## config.mk

```make
export PLATFORM = sky130hd
export DESIGN_NAME = alu_pipe_flat
export DESIGN_NICKNAME = d
export VERILOG_FILES = /design/src/rtl/alu_pipe_pkg.sv /design/src/rtl/alu_pipe_if.sv /design/src/rtl/alu_pipe_scale_mult.sv /design/src/rtl/alu_pipe.sv /design/src/flat_wrapper.sv
export SDC_FILE = /design/constraint.sdc
export NUM_CORES = 1
export LEC_CHECK = 0
export CAP_MARGIN = 10
export CORE_UTILIZATION = 50
export CTS_BUF_LIST = sky130_fd_sc_hd__clkbuf_4
export CTS_CLUSTER_DIAMETER = 100
export DETAILED_ROUTE_END_ITERATION = 7
export PLACE_DENSITY = 0.69
export SLEW_MARGIN = 20
export SYNTH_ARGS = -nofsm -noshare
export SYNTH_HDL_FRONTEND = slang
export SYNTH_SLANG_ARGS = --single-unit
export TNS_END_PERCENT = 100
```

## constraint.sdc

```tcl
create_clock -name clk -period 13.53 [get_ports clk]
set_clock_uncertainty 0.15 [all_clocks]
set_input_delay 2.0295 -clock clk [delete_from_list [all_inputs] [get_ports clk]]
set_output_delay 2.0295 -clock clk [all_outputs]
set_load 0.02 [all_outputs]
```

## src/rtl/alu_pipe_pkg.sv

```systemverilog
// rtl/alu_pipe_pkg.sv - shared types, widths and the clamp/wrap helper for alu_pipe
package alu_pipe_pkg;

    typedef enum logic [1:0] {
        OP_LIN = 2'b00,
        OP_ADD = 2'b01,
        OP_ACC = 2'b10,
        OP_CLR = 2'b11
    } alu_op_e;

    // Product keeps one guard bit (W+1); the three-term sum keeps three (W+3).
    localparam int PROD_GUARD = 1;
    localparam int SUM_GUARD  = 3;
    localparam int CLAMP_W    = 64;

    typedef struct packed {
        logic                      sat;
        logic signed [CLAMP_W-1:0] val;
    } clamp_t;

    // Reduce a wide signed value to w bits, either clamping or wrapping.
    function automatic clamp_t sat_clamp(input logic signed [CLAMP_W-1:0] y,
                                         input int unsigned w,
                                         input logic sat_en);
        clamp_t                    r;
        logic signed [CLAMP_W-1:0] max_v;
        logic signed [CLAMP_W-1:0] min_v;
        logic signed [CLAMP_W-1:0] wrapped;
        max_v   = (64'sd1 <<< (w - 1)) - 64'sd1;
        min_v   = -(64'sd1 <<< (w - 1));
        wrapped = (y <<< (CLAMP_W - w)) >>> (CLAMP_W - w);
        r.val   = y;
        r.sat   = 1'b0;
        if (sat_en) begin
            if (y > max_v) begin
                r.val = max_v;
                r.sat = 1'b1;
            end else if (y < min_v) begin
                r.val = min_v;
                r.sat = 1'b1;
            end
        end else begin
            r.val = wrapped;
            r.sat = (wrapped != y);
        end
        return r;
    endfunction

endpackage

```

## src/rtl/alu_pipe_if.sv

```systemverilog
// rtl/alu_pipe_if.sv - operation/result handshake bundle between decode and writeback
interface alu_pipe_if #(
    parameter int W = 8
);
    logic                in_valid;
    logic                in_ready;
    logic [1:0]          op;
    logic signed [W-1:0] a;
    logic signed [W-1:0] b;
    logic signed [W-1:0] ca;
    logic signed [W-1:0] cb;
    logic signed [W-1:0] e;
    logic                out_valid;
    logic                out_ready;
    logic signed [W-1:0] result;
    logic                sat;

    modport master (
        output in_valid, op, a, b, ca, cb, e, out_ready,
        input  in_ready, out_valid, result, sat
    );

    modport slave (
        input  in_valid, op, a, b, ca, cb, e, out_ready,
        output in_ready, out_valid, result, sat
    );
endinterface

```

## src/rtl/alu_pipe_scale_mult.sv

```systemverilog
// rtl/alu_pipe_scale_mult.sv - signed integer times Q0.(W-1) coefficient, floored to W+1 bits
module alu_pipe_scale_mult #(
    parameter int W = 8
) (
    input  logic signed [W-1:0] x,
    input  logic signed [W-1:0] c,
    output logic signed [W:0]   p
);
    logic signed [2*W-1:0] prod;
    logic                  unused_frac;

    assign prod = (2*W)'(x) * (2*W)'(c);
    // Dropping the W-1 fraction bits of a two's-complement product floors toward -inf.
    assign p           = prod[2*W-1:W-1];
    assign unused_frac = ^prod[W-2:0];
endmodule

```

## src/rtl/alu_pipe.sv

```systemverilog
// rtl/alu_pipe.sv - pipelined a*ca + b*cb + e ALU with accumulator, saturation and handshake
module alu_pipe
    import alu_pipe_pkg::*;
#(
    parameter int BUS_WIDTH = 8,
    parameter bit SAT_EN    = 1'b1
) (
    input logic     clk,
    input logic     rst,
    alu_pipe_if.slave bus
);
    localparam int W  = BUS_WIDTH;
    localparam int PW = W + PROD_GUARD;
    localparam int SW = W + SUM_GUARD;

    logic                 stall;
    logic                 adv;

    logic                 s1_valid;
    alu_op_e              s1_op;
    logic signed [W-1:0]  s1_a, s1_b, s1_ca, s1_cb, s1_e;

    logic signed [PW-1:0] pa, pb;
    logic                 s2_valid;
    alu_op_e              s2_op;
    logic signed [PW-1:0] s2_pa, s2_pb;
    logic signed [W-1:0]  s2_a, s2_e;

    logic                 s3_valid;
    logic signed [W-1:0]  s3_result;
    logic                 s3_sat;

    logic                 out_valid_q;
    logic signed [W-1:0]  out_result_q;
    logic                 out_sat_q;

    logic signed [W-1:0]  acc;
    logic signed [SW-1:0] y;
    clamp_t               clamp;
    logic signed [W-1:0]  y_res;
    logic                 y_sat;
    logic                 unused_clamp_hi;

    // One global stall freezes every stage, so nothing can be overwritten or dropped.
    assign stall         = out_valid_q & ~bus.out_ready;
    assign adv           = ~stall;
    assign bus.in_ready  = adv;
    assign bus.out_valid = out_valid_q;
    assign bus.result    = out_result_q;
    assign bus.sat       = out_sat_q;

    alu_pipe_scale_mult #(.W(W)) u_mult_a (.x(s1_a), .c(s1_ca), .p(pa));
    alu_pipe_scale_mult #(.W(W)) u_mult_b (.x(s1_b), .c(s1_cb), .p(pb));

    always_comb begin
        y = '0;
        case (s2_op)
            OP_LIN:  y = SW'(s2_pa) + SW'(s2_pb) + SW'(s2_e);
            OP_ADD:  y = SW'(s2_a) + SW'(s2_e);
            OP_ACC:  y = SW'(s2_pa) + SW'(s2_pb) + SW'(acc);
            OP_CLR:  y = SW'(s2_e);
            default: y = '0;
        endcase
        clamp = sat_clamp(CLAMP_W'(y), W, SAT_EN);
        y_res = clamp.val[W-1:0];
        y_sat = clamp.sat;
    end

    assign unused_clamp_hi = ^clamp.val[CLAMP_W-1:W];

    always_ff @(posedge clk or posedge rst) begin
        if (rst) begin
            s1_valid     <= 1'b0;
            s1_op        <= OP_LIN;
            s1_a         <= '0;
            s1_b         <= '0;
            s1_ca        <= '0;
            s1_cb        <= '0;
            s1_e         <= '0;
            s2_valid     <= 1'b0;
            s2_op        <= OP_LIN;
            s2_pa        <= '0;
            s2_pb        <= '0;
            s2_a         <= '0;
            s2_e         <= '0;
            s3_valid     <= 1'b0;
            s3_result    <= '0;
            s3_sat       <= 1'b0;
            out_valid_q  <= 1'b0;
            out_result_q <= '0;
            out_sat_q    <= 1'b0;
        end else if (adv) begin
            s1_valid     <= bus.in_valid;
            s1_op        <= alu_op_e'(bus.op);
            s1_a         <= bus.a;
            s1_b         <= bus.b;
            s1_ca        <= bus.ca;
            s1_cb        <= bus.cb;
            s1_e         <= bus.e;
            s2_valid     <= s1_valid;
            s2_op        <= s1_op;
            s2_pa        <= pa;
            s2_pb        <= pb;
            s2_a         <= s1_a;
            s2_e         <= s1_e;
            s3_valid     <= s2_valid;
            s3_result    <= y_res;
            s3_sat       <= y_sat;
            out_valid_q  <= s3_valid;
            out_result_q <= s3_result;
            out_sat_q    <= s3_sat;
        end
    end

    // Read and written at the same stage, so back-to-back ACC ops chain without bubbles.
    always_ff @(posedge clk or posedge rst) begin
        if (rst) begin
            acc <= '0;
        end else if (adv && s2_valid && (s2_op == OP_ACC || s2_op == OP_CLR)) begin
            acc <= y_res;
        end
    end
endmodule

```

## src/flat_wrapper.sv

```systemverilog
// flat-port wrapper written by rule: the top's interface ports become plain ports
module alu_pipe_flat import alu_pipe_pkg::*;
#(
    parameter int BUS_WIDTH = 8,
    parameter bit SAT_EN    = 1'b1
)
  (clk, rst, bus_in_valid, bus_op, bus_a, bus_b, bus_ca, bus_cb, bus_e, bus_out_ready, bus_in_ready, bus_out_valid, bus_result, bus_sat);
  alu_pipe_if #(.W(8)) bus_i ();
  input logic clk;
  input logic rst;
  input wire logic [$bits(bus_i.in_valid)-1:0] bus_in_valid;
  input wire logic [$bits(bus_i.op)-1:0] bus_op;
  input wire logic [$bits(bus_i.a)-1:0] bus_a;
  input wire logic [$bits(bus_i.b)-1:0] bus_b;
  input wire logic [$bits(bus_i.ca)-1:0] bus_ca;
  input wire logic [$bits(bus_i.cb)-1:0] bus_cb;
  input wire logic [$bits(bus_i.e)-1:0] bus_e;
  input wire logic [$bits(bus_i.out_ready)-1:0] bus_out_ready;
  output wire logic [$bits(bus_i.in_ready)-1:0] bus_in_ready;
  output wire logic [$bits(bus_i.out_valid)-1:0] bus_out_valid;
  output wire logic [$bits(bus_i.result)-1:0] bus_result;
  output wire logic [$bits(bus_i.sat)-1:0] bus_sat;
  assign bus_i.in_valid = bus_in_valid;
  assign bus_i.op = bus_op;
  assign bus_i.a = bus_a;
  assign bus_i.b = bus_b;
  assign bus_i.ca = bus_ca;
  assign bus_i.cb = bus_cb;
  assign bus_i.e = bus_e;
  assign bus_i.out_ready = bus_out_ready;
  assign bus_in_ready = bus_i.in_ready;
  assign bus_out_valid = bus_i.out_valid;
  assign bus_result = bus_i.result;
  assign bus_sat = bus_i.sat;
  alu_pipe #(.BUS_WIDTH(BUS_WIDTH), .SAT_EN(SAT_EN)) u_core (.clk(clk), .rst(rst), .bus(bus_i));
endmodule
```

* Word-level counts from Yosys, hierarchy flattened
Index checks and enable logic that the tools add are counted.
Storage, ports and cells: register bits 108, input bits 46, output and inout port bits 11, logic and storage cells 41
Cells by class: $add $sub $neg 4, multiply operators 2, $lt $le $gt $ge 2, eq/ne operators 3, muxes and demuxes 3, bitwise gates (word level) 3, reductions and logical operators 4
Operators with widths (count):
- 65-bit 2-to-1 mux | 2
- 11-bit case mux with 4 select lines | 1
- 8-bit by 8-bit multiplier with 16-bit output | 2
- 10-bit by 8-bit adder with 11-bit output | 2
- 11-bit by 8-bit > comparator with 1-bit output, second input constant | 1
- 11-bit by 8-bit less-than comparator with 1-bit output, second input constant | 1
- 9-bit by 9-bit adder with 10-bit output | 1
- 8-bit by 8-bit adder with 9-bit output | 1
- 2-bit == test, second input constant | 2
- 2-bit by 1-bit == test with 1-bit output, second input constant | 1
- 1-bit logical AND | 2
- 2-bit logical NOT | 1
- 1-bit inverter | 2
- 1-bit AND | 1
- 1-bit logical OR | 1

* Depth between registers and ports, before layout
Gate-level depths: netlist of run 1.
depth after elaboration 6, depth in mapped cells 20

* By module
From an unflattened synthesis of run 1, not the netlist that was laid out.
Second synthesis, totals: cells, all modules 1156, area, all modules 10271.1 µm²
Modules (own cells, without submodules):
- alu_pipe | instances 1, cells an instance 638, area an instance 5542.8 µm²
- alu_pipe_scale_mult at u_core.u_mult_a | instances 1, cells an instance 259, area an instance 2379.8 µm²
- alu_pipe_scale_mult at u_core.u_mult_b | instances 1, cells an instance 259, area an instance 2348.5 µm²

* Worst setup path after synthesis of run 1
OpenSTA, ideal clock, no wires.
path type input-to-output, from in bus_out_ready, to out bus_in_ready, arrival time 3240 ps, slack 8110 ps, stages 6, buffers on the path 4, cells stage by stage nor2b_1 -> clkbuf_1 -> inv_1 -> clkbuf_1 -> clkbuf_1 -> buf_1
Between the ends: cells in the longest elaborated chain, start to end 3
Ends and longest elaborated chain:
- start: declaration | line flat_wrapper.sv:18 | input wire logic [$bits(bus_i.out_ready)-1:0] bus_out_ready;
- 1-bit inverter | line alu_pipe.sv:45 | assign stall = out_valid_q & ~bus.out_ready;
- 1-bit AND | line alu_pipe.sv:45
- 1-bit inverter | line alu_pipe.sv:46 | assign adv = ~stall;
- end: declaration | line flat_wrapper.sv:19 | output wire logic [$bits(bus_i.in_ready)-1:0] bus_in_ready;
Every way passes these cells.

* Final worst setup path of run 1
Same ends and word-level chain as after synthesis.

==> results of run 1 <==
[logic make-up after synthesis]
group	count (synthesis)	share of synthesized area (%)
AND/OR/NAND/NOR	445	19.8
adder cells (fa/ha/maj)	190	32.0
buffers and inverters	176	6.62
AO/OA/AOI/OAI	134	9.36
flip-flops	108	27.0
XOR/XNOR	41	3.59
multiplexers	15	1.64
[area by class of cell]
type / instances / area (µm²)
tap: 265 / 332
inverter: 137 / 518
sequential: 108 / 2700
multi-input combinational: 825 / 6640
clock inverter: 7 / 73.8
clock buffer: 9 / 67.6
timing repair buffer: 60 / 614
fill: 1849 / 8580
[how the worst max path moves through the flow]
stage                     slack, ns            to
after floorplan                8.11  bus_in_ready
after global placement         7.31  bus_in_ready
after detailed placement       7.32  bus_in_ready
after CTS                      7.32  bus_in_ready
after global routing           7.15  bus_in_ready
final                          7.35  bus_in_ready
[worst register-to-register path, stage by stage (launching register included)]
cell and delay (ns):
dfrtp_1 0.61, nand2b_1 0.14, fa_1 0.53, fa_1 0.55
inv_1 0.05, fa_1 0.50, fa_1 0.49, ha_1 0.32
o21a_1 0.11, o31a_1 0.17, o41ai_4 0.34, o21ai_0 0.22
o41ai_1 0.34, xnor2_1 0.16, a21oi_1 0.08
[cell usage after synthesis, types with 2 or more instances]
| master | number |
|---|---|
| a211oi_1 | 6 |
| a211oi_2 | 2 |
| a21o_1 | 7 |
| a21oi_1 | 43 |
| a31oi_1 | 4 |
| and2_1 | 69 |
| and3_1 | 9 |
| buf_1 | 2 |
| clkbuf_1 | 36 |
| dfrtp_1 | 108 |
| fa_1 | 109 |
| ha_1 | 81 |
| inv_1 | 137 |
| mux2_2 | 11 |
| mux2i_1 | 4 |
| nand2_1 | 267 |
| nand2b_1 | 17 |
| nand3_1 | 4 |
| nand4_1 | 2 |
| nor2_1 | 51 |
| nor2b_1 | 4 |
| nor3_1 | 13 |
| nor3b_1 | 4 |
| o211ai_1 | 6 |
| o21a_1 | 11 |
| o21ai_0 | 22 |
| o21ai_1 | 2 |
| o21bai_1 | 6 |
| o31a_1 | 3 |
| o31ai_1 | 6 |
| o41ai_1 | 2 |
| o41ai_4 | 2 |
| xnor2_1 | 31 |
| xor2_1 | 10 |
[per-stage QoR]
stage | util (%) | hold slack, ns
3_5_place_dp | 55.2 | 0.297
5_1_grt | 56.1 | 0.368
2_1_floorplan | - | 0.280
6_report | 56.1 | 0.334
4_1_cts | 55.9 | 0.337
3_3_place_gp | 55.2 | 0.293
[flip-flops by register name (all words and copies together) (netlist names), 8 cells and up]
register	count
u_core.s2_pa	9
u_core.s1_cb	8
u_core.s1_ca	8
u_core.s3_result	8
u_core.acc	8
u_core.s1_a	8
u_core.s1_b	8
u_core.bus.result	8
u_core.s1_e	8
u_core.s2_a	8
u_core.s2_pb	9
u_core.s2_e	8
[layer usage]
metal | part of all wire (%) | global-route usage, % | vias up
met2 | 50 | 36.4 | 70
met4 | 1.2 | 4.26 | 0
met3 | 2.1 | 2.87 | 28
li1 | - | - | 3576
met5 | 0 | 0 | -
met1 | 46 | 28.1 | 3513
==> results.md, run 1 <==
- Critical Path, Cell by Cell: clkdlybuf4s50_1 -> nor2b_4 -> buf_4 -> clkinv_2 -> clkdlybuf4s50_1
- Async S/R FF share, synth: 100%
- H-tree levels: 3
- Minimum clock period: 6.18 ns
- Final worst setup slack: 7.35 ns
- Critical path buffer and inverter count: 4
- Max cap viols: 0
- Most frequent cells in the layout: nand2_1 (267), inv_1 (135), fa_1 (109)
- Number of buffers created by CTS: 9
- Post-Place Cell Area: 0.0108 mm²
- R2R cell count: 14
- WL per Instance: 13.9 µm
- HPWL after detailed placement: 15200 µm
- TritonCTS clock tree: built
- I/O pins: 57
- Seq cells post-synth: 108
- Most common cell after layout, fill and taps aside: nand2_1
- Total track usage: 21.0%
- Core Region: 0.0195 mm²
- Worst min path class: reg -> reg
- Layout cell share with drive strength beyond 1: 4.10%
- Top-area cell type share of the netlist area: 27.0%
- Max Clk Rate: 162 MHz
- Hold-fix buffers, CTS: 0
- Reg2reg setup slack: 8.67 ns
- Least-Margin Pin Slew: 0.917 ns
- Largest net degree at the start of global routing: 110
- Clock buffer depth: 2
- Root buffer cell: clkbuf_4
- Area leader, netlist: dfrtp_1
- Critical path launch point type: input port
- Critical setup path kind: in -> out
- Initial antenna violation count: 0
- Status: completed
- Worst skew pair latency: 0.51 ns
- Nets@finish: 1377
- Critical Path Start: bus_out_ready
- Vias in the first global route: 7305
- Most frequent CP cell: clkdlybuf4s50_1
- Unrepaired setup endpoints after global routing: false
- # rows: 51
- Final hold vios: 0
- Post-cts resize count: 0
- Reg2reg end: u_core.s2_pa[8]$_DFFE_PP0N_
- Starting DRT DRC Count: 370
- Finished Layout Cells: 1411
- Slew HR: 38.9%
- Die Width: 143 µm
- Start point of the worst hold path: u_core.s3_valid$_DFFE_PP0N_
- Placed insts: 1394
- Max FO, Critical Path: 89
- First-pass GRT wire length: 34200 µm
- CP endpoint kind: output port
- Slowest cell on the critical path: buf_4
- WL final: 19600 µm
- Area Overhead vs Synth: 9.51%
- Cell variety after synth: 52
- Final worst-path cycle share: 45.7%
- Final ANT Viol Nets: 0
- Total iterations of the first detailed-routing run: 4
- GPL Wtd Cong: 0.848
- DR vias/cell: 5.09
- CP peak stage delay: 0.69 ns
- Finished Cell Area: 0.0109 mm²
- Setup violations, final: 0
- Reg2reg start: u_core.s1_ca[7]$_DFFE_PP0N_
- Number of setup buffers added after CTS: 0
- Setup TNS: 0 ns
- Slew Viols, Final: 0
- Starting density of the core: 51.2%
- Logic depth of the worst path, buffers included: 5
- Die Y: 143 µm
- Dpl ws: 7.32 ns
- Critical Path AT: 4.00 ns
- Hold endpoint: u_core.bus.out_valid$_DFFE_PP0N_
- Overflow after GRT: 0
- Post-synth net total: 1345
- Ant. Diodes: 0
- Port buffer count: 56
- Full die area: 0.0206 mm²
- Syn_area_per_cell: 9.02 µm²
- Number of remaining DRC errors: 0
- Ys Warns: 0
- Worst-path clk slew: 0.18 ns
- Vias: 7187
- Cell class contributing the biggest share of worst-path delay: buffers and inverters
- Hold Path Cell Cnt: 1
- Clock sink count: 108
- Cells after synthesis: 1109
- Data required, critical path: 11.35 ns
- Post-synthesis sequential area ratio: 27.0%
- Main synth FF type: dfrtp_1
- Post-synthesis instance area: 0.0100 mm²
- Post-synth EDFFs: 0
- Largest cells by area after synthesis: dfrtp_1 (27%), fa_1 (22%), ha_1 (10%), nand2_1 (10%), inv_1 (5.1%)
Power of run 1 is not shown: default switching activity piles up to over one toggle a cycle in this logic, so the estimate is an artifact.
==> inputs of run 2 (changes only) <==
==> constraint.sdc (replaced) <==
create_clock -name clk -period 6.3 [get_ports clk]
set_clock_uncertainty 0.15 [all_clocks]
set_input_delay 0.945 -clock clk [delete_from_list [all_inputs] [get_ports clk]]
set_output_delay 0.945 -clock clk [all_outputs]
set_load 0.02 [all_outputs]
==> run 2 against run 1 <==
Net effect: sequential cell count did not move; first-iteration DRC count fell by 15%; final area fell by 0.37%; via count rose by 0.22%; clock-buffer cell count did not move; sequential share of layout area rose by 0.091 points; wire length rose by 2.6%; global-route usage rose by 0.75 points; non-clock buffer count fell by 1; utilization fell by 0.21 points; register-to-register slack got worse by 7.2 ns; critical endpoint is now u_core.s2_pa[8]$_DFFE_PP0N_; largest cell class unchanged; highest routed layer unchanged.
==> results.md, run 2 (same netlist as run 1, synthesis figures left out) <==
- Vias in the first global route: 7399
- Critical setup path kind: reg -> reg
- Vias: 7203
- TritonCTS clock tree: built
- Die Y: 143 µm
- Worst min path class: reg -> reg
- GPL Wtd Cong: 0.866
- Port buffer count: 56
- HPWL after detailed placement: 16000 µm
- Max FO, Critical Path: 9
- Critical Path AT: 5.04 ns
- Clock buffer depth: 2
- Overflow after GRT: 0
- GR Util met2: 37.9%
- Regs by FF count: u_core.s2_pa (9), u_core.s2_pb (9)
- Number of setup buffers added after CTS: 0
- Minimum hold slack: 0.343 ns
- First-pass GRT wire length: 35300 µm
- Slew Viols, Final: 0
- Hold-fix buffers, CTS: 0
- Minimum clock period: 4.84 ns
- FF/Latch Area: 0.00270 mm²
- WL final: 20100 µm
- Critical Path Start: u_core.s1_ca[7]$_DFFE_PP0N_
- Met1 Usage GRT: 28.9%
- Number of buffers created by CTS: 9
- Die Width: 143 µm
- Area Overhead vs Synth: 9.11%
- Unrepaired setup endpoints after global routing: false
- WL per Instance: 14.3 µm
- Number of remaining DRC errors: 0
- Max Clk Rate: 207 MHz
- Post-cts resize count: 0
- Layout cell share with drive strength beyond 1: 4.02%
- Slew HR: 36.8%
- Least-Margin Pin Slew: 0.948 ns
- Final ANT Viol Nets: 0
- Start point of the worst hold path: u_core.s1_e[1]$_DFFE_PP0N_
- Core Region: 0.0195 mm²
- # fillers: 1847
- Ant. Diodes: 0
- Full die area: 0.0206 mm²
- Initial antenna violation count: 0
- Total track usage: 21.8%
- Multi-input logic area: 0.00664 mm²
- GR peak layer: met2
- Finished Layout Cells: 1410
- Setup violations, final: 0
- Layout Utilization: 55.9%
- Reg2reg start: u_core.s1_ca[7]$_DFFE_PP0N_
- Placed insts: 1394
- Met3 Use GR: 2.07%
- CP endpoint kind: flip-flop
- Data required, critical path: 6.50 ns
- Final hold vios: 0
- Clock sink count: 108
- Largest net degree at the start of global routing: 90
- # rows: 51
- Worst skew pair latency: 0.50 ns
- Final worst-path cycle share: 76.9%
- Starting DRT DRC Count: 315
- Starting density of the core: 51.2%
- Most common cell after layout, fill and taps aside: nand2_1
- Nets@finish: 1376
- H-tree levels: 3
- Critical path launch point type: flip-flop
- Worst-path clk slew: 0.18 ns
- Setup TNS: 0 ns
- Root buffer cell: clkbuf_4
- Max cap viols: 0
- Total iterations of the first detailed-routing run: 5
- DR vias/cell: 5.11
- Most frequent cells in the layout: nand2_1 (267), inv_1 (135), fa_1 (109)
- Status: completed
- I/O pins: 57
==> run 2: worst paths after layout <==
kind	slack, ns	endpoint	cells after the start
max in group asynchronous	4.16	u_core.s1_a[3]$_DFFE_PP0N_	3
worst max register to register	1.46	u_core.s2_pa[8]$_DFFE_PP0N_	14
min in group asynchronous	0.83	u_core.s2_e[7]$_DFFE_PP0N_	2
worst min register to register	0.34	u_core.s1_e[1]$_DFFE_PP0N_	2
worst min-delay path	0.34	u_core.s1_e[1]$_DFFE_PP0N_	2
worst max-delay path	1.46	u_core.s2_pa[8]$_DFFE_PP0N_	14
==> run 2: metal layers <==
layer / vias to the layer above / wire length (µm)
li1: 3568 / -
met1: 3521 / 9210
met2: 90 / 10100
met3: 24 / 455
met4: 0 / 301
met5: - / 0
==> run 2: area by class of cell <==
type,count,area share (%)
Timing Repair Buffer,59,5.34
Sequential cell,108,24.8
Tap cell,265,3.04
Inverter,137,4.75
Clock inverter,7,0.596
Multi-Input combinational cell,825,60.9
Clock buffer,9,0.619
==> run 2: critical path: stages (launching register included) <==
cell and delay, ns:
dfrtp_1 0.58, nand2b_1 0.14, fa_1 0.52, fa_1 0.54, inv_1 0.06, fa_1 0.51
fa_1 0.49, ha_1 0.32, o21a_1 0.11, o31a_1 0.16, o41ai_4 0.34, o21ai_0 0.22
o41ai_1 0.33, xnor2_1 0.16, a21oi_1 0.08
==> run 2: per-stage QoR <==
stage / setup slack, ns / cell area [µm²]
CTS: 1.45 / 10900
global route: 1.20 / 10900
floorplan: 1.77 / 10000
global placement: 1.61 / 10800
finish: 1.46 / 10900
detailed placement: 1.47 / 10800
Power of run 2 is left out for the same reason.
==> inputs of run 3 (changes only) <==
==> constraint.sdc (replaced) <==
create_clock -name clk -period 4.91 [get_ports clk]
set_clock_uncertainty 0.15 [all_clocks]
set_input_delay 0.7365 -clock clk [delete_from_list [all_inputs] [get_ports clk]]
set_output_delay 0.7365 -clock clk [all_outputs]
set_load 0.02 [all_outputs]
==> run 3 against run 2 <==
Net effect: via count up 0.90%; critical path depth rose by 2; critical path type unchanged; utilization grew 1.2 points; highest routed layer unchanged; critical endpoint is now u_core.s2_pb[7]$_DFFE_PP0N_; global-route usage down 0.093 points; final cell count is 1.6% higher; wire length is 0.92% higher; first-iteration DRC count decreased by 11%.
==> results.md, run 3 (same netlist as run 1, synthesis figures left out) <==
- Status: completed
- Hold-fix buffers, CTS: 0
- CP endpoint kind: flip-flop
- Reg2reg setup slack: 0.16 ns
- Most frequent CP cell: fa_1
- Starting DRT DRC Count: 279
- Clock sink count: 108
- Critical Path AT: 4.97 ns
- Hold endpoint: u_core.s2_valid$_DFFE_PP0N_
- DR vias/cell: 5.07
- Area Overhead vs Synth: 11.4%
- Reg2reg end: u_core.s2_pb[7]$_DFFE_PP0N_
- Met1 Usage GRT: 28.9%
- Root buffer cell: clkbuf_4
- Hold Path Cell Cnt: 2
- Largest net degree at the start of global routing: 89
- Critical path buffer and inverter count: 3
- CP peak stage delay: 0.54 ns
- Port buffer count: 56
- Finished Cell Area: 0.0111 mm²
- HPWL after detailed placement: 16000 µm
- Number of remaining DRC errors: 0
- Max FO, Critical Path: 9
- Critical Path, Cell by Cell: and2_1 -> fa_1 -> inv_1 -> fa_1 -> inv_1 -> fa_1 -> fa_1 -> ha_1 -> o21a_1 -> o31a_1 -> o41ai_4 -> buf_4 -> o211ai_1 -> a21oi_1 -> xor2_1 -> o21ai_0
- Vias in the first global route: 7291
- Ant. Diodes: 0
- Most common cell after layout, fill and taps aside: nand2_1
- Max Clk Rate: 210 MHz
- Number of buffers created by CTS: 9
- Multi-input logic area: 0.00666 mm²
- Met3 Use GR: 3.07%
- Clock buffer depth: 2
- Vias: 7268
- GPL Wtd Cong: 0.839
- H-tree levels: 3
- WL final: 20300 µm
- First-pass GRT wire length: 35000 µm
- WL per Instance: 14.2 µm
- GR Util met2: 38.0%
- # fillers: 1784
- FF/Latch Area: 0.00272 mm²
- R2R cell count: 16
- Least-Margin Pin Slew: 0.910 ns
- Full die area: 0.0206 mm²
- Setup violations, final: 0
- Slew HR: 39.4%
- I/O pins: 57
- Layout Utilization: 57.0%
- Data required, critical path: 5.12 ns
- Setup TNS: 0 ns
- Reg2reg start: u_core.s1_b[6]$_DFFE_PP0N_
- TritonCTS clock tree: built
- Final ANT Viol Nets: 0
- Overflow after GRT: 0
- Total track usage: 21.7%
- Critical path launch point type: flip-flop
- Core Region: 0.0195 mm²
- Max cap viols: 0
- Start point of the worst hold path: u_core.s1_valid$_DFFE_PP0N_
- Initial antenna violation count: 0
- Die Y: 143 µm
- Worst skew pair latency: 0.51 ns
- Final worst-path cycle share: 96.8%
- GR peak layer: met2
- Final hold vios: 0
- Layout cell share with drive strength beyond 1: 7.28%
- # rows: 51
- Regs by FF count: u_core.s2_pa (9), u_core.s2_pb (9)
- Critical setup path kind: reg -> reg
- Most frequent cells in the layout: nand2_1 (267), inv_1 (135), fa_1 (109)
- Worst-path clk slew: 0.20 ns
- Starting density of the core: 51.2%
- Total iterations of the first detailed-routing run: 4
- Slew Viols, Final: 0
- Slowest cell on the critical path: fa_1
- Minimum clock period: 4.75 ns
- Placed insts: 1403
- Finished Layout Cells: 1433
- Die Width: 143 µm
- Nets@finish: 1399
- Cell class contributing the biggest share of worst-path delay: adder cells
- Worst min path class: reg -> reg
- Post-Place Cell Area: 0.0108 mm²
-- run 3: layout make-up --
type | count | share of cell area (%)
multi-input cells | 825 | 59.8
flip-flops and latches | 108 | 24.4
repair buffers | 82 | 6.83
inverters | 137 | 4.67
well taps | 265 | 2.98
clock inverters | 7 | 0.719
clock buffers | 9 | 0.607
-- run 3: worst reg2reg max path, stage by stage (launching register included) --
cell and delay (ns):
dfrtp_2 0.49, and2_1 0.17, fa_1 0.52, inv_1 0.06, fa_1 0.50, inv_1 0.06, fa_1 0.54, fa_1 0.41
ha_1 0.32, o21a_1 0.11, o31a_1 0.16, o41ai_4 0.38, buf_4 0.18, o211ai_1 0.14, a21oi_1 0.18, xor2_1 0.15
o21ai_0 0.09
-- run 3: per-layer routing --
layer  vias to the layer above  wire length [µm]  part of all wire [%]
li1                       3609                 -                     -
met1                      3545              9190                    45
met2                        98             10400                    51
met3                        16               528                   2.6
met4                         0               159                  0.78
met5                         -                 0                     0
-- run 3: how the worst max path moves through the flow --
stage | startpoint | endpoint | cells past startpoint
floorplan | u_core.s1_a[7]$_DFFE_PP0N_ | u_core.s2_pa[8]$_DFFE_PP0N_ | 16
global placement | u_core.s1_a[7]$_DFFE_PP0N_ | u_core.s2_pa[8]$_DFFE_PP0N_ | 15
detailed placement | u_core.s1_cb[1]$_DFFE_PP0N_ | u_core.s2_pb[8]$_DFFE_PP0N_ | 15
CTS | u_core.s1_a[7]$_DFFE_PP0N_ | u_core.s2_pa[8]$_DFFE_PP0N_ | 15
global route | u_core.s1_a[0]$_DFFE_PP0N_ | u_core.s2_pa[8]$_DFFE_PP0N_ | 14
finish | u_core.s1_b[6]$_DFFE_PP0N_ | u_core.s2_pb[7]$_DFFE_PP0N_ | 16
-- run 3: per-stage QoR --
stage	setup slack (ns)	hold WS, ns
4_1_cts	0.0877	0.343
3_3_place_gp	0.254	0.294
6_report	0.158	0.336
3_5_place_dp	0.119	0.297
5_1_grt	-0.0288	0.361
2_1_floorplan	0.383	0.280
-- run 3: timing repair --
item / 4_1_cts / 5_1_grt
gates resized for setup: 0 / 19
endpoints found under the hold margin: 0 / 0
endpoints found under the setup margin: 0 / 3
setup buffers: 0 / 14
Power of run 3 is left out for the same reason.
